<file path="src/rtl/stream_downsize.sv">
// rtl/stream_downsize.sv - wide-to-narrow stream converter, emits kept lanes one per transfer
//
// Ports:
//   clk, rst       clock and synchronous active-high reset
//   s_data_i       wide input lanes, lane 0 is first in time
//   s_keep_i       per-lane valid mask, bit i qualifies lane i
//   s_last_i       wide beat is last of packet
//   s_valid_i      wide beat valid
//   s_ready_o      block can accept a wide beat
//   m_data_o       narrow output word
//   m_last_o       final word of packet
//   m_valid_o      narrow word valid
//   m_ready_i      downstream accepts word
//   drop_o         one-cycle pulse after an all-zero-keep beat was accepted and discarded
module stream_downsize #(
    parameter int T_DATA_WIDTH = 8,
    parameter int T_DATA_RATIO = 16
) (
    input  logic                    clk,
    input  logic                    rst,
    input  logic [T_DATA_WIDTH-1:0] s_data_i [T_DATA_RATIO],
    input  logic [T_DATA_RATIO-1:0] s_keep_i,
    input  logic                    s_last_i,
    input  logic                    s_valid_i,
    output logic                    s_ready_o,
    output logic [T_DATA_WIDTH-1:0] m_data_o,
    output logic                    m_last_o,
    output logic                    m_valid_o,
    input  logic                    m_ready_i,
    output logic                    drop_o
);

    localparam int IDX_W = (T_DATA_RATIO > 1) ? $clog2(T_DATA_RATIO) : 1;
    localparam logic [T_DATA_RATIO-1:0] MASK_ONE = {{(T_DATA_RATIO-1){1'b0}}, 1'b1};

    logic [T_DATA_WIDTH-1:0] buf_data [T_DATA_RATIO];
    logic [T_DATA_RATIO-1:0] rem_mask;
    logic                    buf_last;

    logic [IDX_W-1:0]        low_idx;
    logic [T_DATA_RATIO-1:0] rem_mask_clr;
    logic                    mask_nonzero;
    logic                    mask_one_hot;
    logic                    in_xfer;
    logic                    out_xfer;

    // Lowest set lane: scanning from the top down lets the lowest hit win.
    always_comb begin
        low_idx = '0;
        for (int i = T_DATA_RATIO - 1; i >= 0; i--) begin
            if (rem_mask[i]) begin
                low_idx = i[IDX_W-1:0];
            end
        end
    end

    // x & (x-1) drops the lowest set bit; a zero result on a nonzero mask
    // means exactly one lane remains.
    assign rem_mask_clr = rem_mask & (rem_mask - MASK_ONE);
    assign mask_nonzero = (rem_mask != '0);
    assign mask_one_hot = mask_nonzero && (rem_mask_clr == '0);

    // Accepting while the last lane leaves keeps back-to-back beats bubble-free.
    assign s_ready_o = !rst && (!mask_nonzero || (m_ready_i && mask_one_hot));
    assign m_valid_o = mask_nonzero;
    assign m_data_o  = mask_nonzero ? buf_data[low_idx] : '0;
    assign m_last_o  = buf_last && mask_one_hot;

    assign in_xfer  = s_valid_i && s_ready_o;
    assign out_xfer = m_valid_o && m_ready_i;

    always_ff @(posedge clk) begin
        if (rst) begin
            rem_mask <= '0;
            buf_last <= 1'b0;
            drop_o   <= 1'b0;
            for (int i = 0; i < T_DATA_RATIO; i++) begin
                buf_data[i] <= '0;
            end
        end else begin
            drop_o <= in_xfer && (s_keep_i == '0);
            // A load only happens when the old mask is spent, so it overrides the clear.
            if (in_xfer) begin
                rem_mask <= s_keep_i;
                buf_last <= s_last_i;
                for (int i = 0; i < T_DATA_RATIO; i++) begin
                    buf_data[i] <= s_data_i[i];
                end
            end else if (out_xfer) begin
                rem_mask <= rem_mask_clr;
            end
        end
    end

endmodule

</file>
<file path="config.mk">
export PLATFORM = sky130hd
export DESIGN_NAME = stream_downsize
export DESIGN_NICKNAME = d
export VERILOG_FILES = /design/src/rtl/stream_downsize.sv
export SDC_FILE = /design/constraint.sdc
export NUM_CORES = 1
export LEC_CHECK = 0
export ABC_AREA = 1
export CAP_MARGIN = 40
export CORE_MARGIN = 2
export CORE_UTILIZATION = 51
export CTS_CLUSTER_DIAMETER = 60
export CTS_CLUSTER_SIZE = 25
export DETAILED_ROUTE_END_ITERATION = 12
export PLACE_DENSITY = 0.85
export SETUP_SLACK_MARGIN = 0.5
export SLEW_MARGIN = 10
export SYNTH_ARGS = -nofsm -noshare
export SYNTH_HDL_FRONTEND = slang
export SYNTH_SLANG_ARGS = --single-unit
</file>
<file path="constraint.sdc">
create_clock -name clk -period 5.5 [get_ports clk]
set_input_delay 1.1 -clock clk [delete_from_list [all_inputs] [get_ports clk]]
set_output_delay 1.1 -clock clk [all_outputs]
set_load 0.05 [all_outputs]
</file>
Word-level counts from Yosys, hierarchy flattened
Memories as Yosys holds them, arrays and structs flattened.
Cells that the tools add are included.
{ "totals": {"reg_bits": 18, "ramBits": 128, "out_inout_bits": 12, "memories": 1} }
{ "op_classes": {"n_addsub": 1, "n_mux": 40, "bitwise_logic": 17, "n_reduce_logical": 14} }
{ "memory_table": {"columns": ["memory", "words", "word_bits", "rd", "rd_clocked_by_memory_dff", "wr", "line_no", "text"], "rows": [
  ["buf_data", 16, 8, 1, 0, 16, "36", "logic [T_DATA_WIDTH-1:0] buf_data [T_DATA_RATIO];"]
]} }
{ "ops": {"columns": ["operator", "count"], "rows": [
  ["two-way mux 8 bit", 17],
  ["two-way mux 4 bit", 16],
  ["zero test 16 bit", 2],
  ["two-way mux 16 bit", 2],
  ["AND 16 bit", 1],
  ["bitwise OR 1 bit", 16],
  ["nonzero test 16 bit", 1],
  ["subtractor 16 x 1 -> 16 bit, second input constant", 1],
  ["logical AND 1 bit", 7],
  ["two-way mux 1 bit", 5],
  ["zero test 1 bit", 2],
  ["nonzero test 2 bit", 1],
  ["logical OR 1 bit", 1]
]} }

Depth between registers and ports, before layout
An unclocked memory read counts as a cell.
{ "depth": {"depth_word": 18, "ltp_mapped": 24, "mapped_depth_nobuf": 23} }

Worst setup path after synthesis
OpenSTA, ideal clock, no wires.
{ "synth_timing": {"path_type": "register -> register", "from": "reg rem_mask[2]", "to": "mem buf_data[0][0], enable pin", "setup_ns": 0.493, "arrival_time_ns": 4.530, "path_slack_ns": 0.477, "path_stages_with_launch": 13, "synth_period_minus_slack_ns": 5.023, "path_cell_list": "dfxtp_1 > nor2_2 > nand2_4 > nor2_4 > nand2_2 > nor2_2 > nor2_1 > a211oi_2 > nand4_1 > o21ai_2 > nand3_2 > buf_6 > nand2_1"} }
{ "synth_rtl": {"columns": ["item", "line_no", "text"], "rows": [
  ["start, declared", "37", "logic [T_DATA_RATIO-1:0] rem_mask;"],
  ["start signal, assigned", "84", "rem_mask <= s_keep_i;"],
  ["start signal, assigned", "90", "rem_mask <= rem_mask_clr;"],
  ["end, declared", "36", null]
]} }

Worst setup path after layout
{ "layout_timing": {"from": "reg rem_mask[14]", "to": "out m_data_o[1]"} }
{ "layout_between": {"elab_chain_len": 17, "word_cells_on_any_way": 18, "cone_classes": "mux (16); reduce/logical (1); memory (1)"} }
{ "layout_rtl": {"columns": ["item", "line_no", "text"], "rows": [
  ["two-way mux 4 bit (15 in a row)", "51", "if (rem_mask[i]) begin"],
  ["memory read (16 x 8 bit)", null, null],
  ["two-way mux 8 bit *", "66", "assign m_data_o = mask_nonzero ? buf_data[low_idx] : '0;"],
  ["end, declared", "26", "output logic [T_DATA_WIDTH-1:0] m_data_o,"]
]} }
Every way passes the cells marked *; elsewhere a longest branch is shown, timed or not.

==> results.ini <==
[synthesis]
synth_area_leaders=edfxtp_1 (52%), nand3_1 (9.9%), nor2_1 (8.6%), inv_1 (7.8%), nand2_1 (6.8%)
synth-edff-count=128
yosys.area.top_type=edfxtp_1
async_flop_share=0
ys_ff_latch=146
synth.most_common_cell=nor2_1
seq_area_frac_synth=0.565
syn-num-nets=1030
synthTopCellsByCount=nor2_1 (171), inv_1 (155), nand3_1 (147)
synth_cell_types=28
syn_inst=881
netlist.area_leader.share=0.516
avgSynthCellArea_um2=8.45
ys_warn_count=0
ys.flop_type=edfxtp_1
syn_area_um2=7440

[placed_design]
io_buffer_count=160
gp_congestion=0.935
dp_cells=1190
dpl.hpwl_um=13000
dpl_cell_area_um2=9130

[setup_path]
cp-endpoint=m_data_o[1]
max_stage_delay_ps=850
arrival_ps=3800
critPathCaptureType=output pin
slowest_stage=clkdlybuf4s50_1
setup.worst_path.start_class=flip-flop
cp_cell_sequence=inv_1, nand2_1, nand2_1, nand2_1, nand2_1, nand2_1, nand2_1, nand2_1, nand2_1, nand2_1, nand2_1, nand2_1, nand2_1, nand2_1, nand2_2, nand2_2, buf_4, nand2_1, nand3_1, nand3_1, nand3_1, nand2_1, nor2_1, clkdlybuf4s50_1
r2r_end=buf_data[0][4]
reg2reg_slack_ps=1580
crit_path_frequent_cell=nand2_1
r2r_start=rem_mask[12]
crit_fanout=28
critPathKind=reg2out
rr_worst_depth=12
cp-startpoint=rem_mask[14]
worstPathRequired_ps=4400

[die]
io_pins=161
coreArea_um2=14400
dieHeight_um=125
fp-row-count=44
initial_core_util=0.518
die_area_um2=15600
fp.dieW_um=125

[layout]
seqCellArea_um2=4200
multi_input_area_um2=2390
n_antenna_cell=0
fin_cells=1222
final_area_um2=9700
area_delta_synth_final_pct=30.4
nNetsFinal=1174
fillCellCount=1102
layout-drive-gt1-share=0.0665

[drt]
vias=6375
drc=0
drt_iter0_drc=866
ant_nets=0
drt-total-wl_um=18900
drt_pass1_iterations=8
viasPerCell=5.22
routedWlPerCell_um=15.5

[worst_hold_path]
hp-class=reg2reg

[timing]
tns_ps=0
hold_viol=0
setup_viol=0
fmax_ghz=0.204
rsz0062_at_grt=true
worst_slew_margin_rel=0.529
fin_worst_skew_ps=7.56
tightestPinTransition_ps=707
finalCriticalPeriod_ps=4900
fin_crit_sh=0.891
slew_violations=0

[global_route]
track_usage=0.249
first_global_vias=6172
grt_antenna_before_repair=0
grt-ovfl-total=0
grt_max_degree=65
grt_first_pass_wirelength_um=30400

[clock_network]
clk_latency_ps=430
cts.sinks=146
clkTransAtPathRegs_ps=60
cts_tree=built
cts_setup_buffers=0
cts_resized=0
clock_path_buffers=2
cts_made_buffers=17
clock-root-buffer=clkbuf_16
hold_buffers=0
htreeDepth=4

[power_and_ir_drop]
ir_drop_mv=0.407
leakagePower_nw=4.40
p_per_area_nw_per_um2=606

[outcome]
status=completed

[flow_run]
drv_cap=0

[logic make-up (layout without fill, tap and decap cells)]
family,Yosys count,after routing,share of synthesized area
compound gates,59,59,0.0503
buf+inv,208,365,0.116
simple gates,468,468,0.269
flops,146,146,0.565
[final cells by class]
cell class                      count  area share
Inverter                          161      0.0623
Timing Repair Buffer              172       0.177
Clock buffer                       18      0.0442
Clock inverter                     14      0.0125
Sequential cell                   146       0.433
Tap cell                          184      0.0237
Multi-Input combinational cell    527       0.247
[placed cells by master, fill, tap and decap left out, types with 2 or more instances in the layout]
cell type / synthesis / routed
o31ai_1: 3 / 3
nor4_1: 4 / 4
bufinv_16: 0 / 2
nor2_4: 2 / 2
nand4_1: 2 / 2
nor2_2: 3 / 3
dfxtp_1: 18 / 18
nand3_1: 147 / 147
o21ai_0: 12 / 12
nor2_1: 171 / 171
buf_4: 0 / 10
clkinvlp_4: 0 / 2
o21ai_1: 8 / 8
clkinv_2: 0 / 7
dlymetal6s2s_1: 0 / 7
nand2_1: 134 / 131
a21oi_1: 25 / 25
clkbuf_16: 0 / 17
edfxtp_1: 128 / 128
clkinv_1: 0 / 3
clkdlybuf4s50_1: 0 / 152
a211oi_2: 8 / 8
inv_2: 6 / 7
inv_1: 155 / 154
nand2_4: 1 / 2
nand2_2: 1 / 3
[state kept, by name (all words and copies together) (netlist names)]
register  cells
rem_mask     16
drop_o        1
buf_last      1
buf_data    128
[power breakdown]
| group | leakage, nW | switching, mW | internal, mW |
|---|---|---|---|
| Clock | 0.271 | 0.432 | 0.654 |
| Sequential | 1.48 | 0.148 | 1.69 |
| Combinational | 2.65 | 2.05 | 0.906 |
| Total | 4.40 | 2.63 | 3.25 |
[routing by layer]
layer	part of all wire	track usage	vias to the layer above
met5	0	0	-
met4	0.034	0.110	0
met3	0.078	0.0477	45
met2	0.48	0.409	312
met1	0.41	0.323	2908
li1	-	-	3110
[how the worst min path moves through the flow]
| stage | start | end | slack [ps] | cells after the start |
|---|---|---|---|---|
| floorplan | buf_last | buf_last | 440 | 2 |
| global placement | buf_last | buf_last | 460 | 2 |
| detailed placement | buf_last | buf_last | 470 | 2 |
| CTS | buf_last | buf_last | 490 | 2 |
| global route | buf_last | buf_last | 510 | 2 |
| finish | buf_last | buf_last | 490 | 2 |
[through the flow]
step	hold slack [ps]	util	setup WS (ps)	power, mW
floorplan	440	-	1770	3.88
global route	511	0.675	321	6.23
detailed placement	475	0.635	1130	4.77
global placement	465	0.634	1200	4.71
CTS	486	0.674	667	5.86
finish	485	0.675	600	5.88
[critical path: cells and delay by family, from the launching register on]
| family | cells | cell delay (ps) |
|---|---|---|
| and+or+nand+nor | 21 | 1680 |
| buffers and inverters | 3 | 1290 |
| DFF | 1 | 370 |
Power figures use the tool's default switching activity.
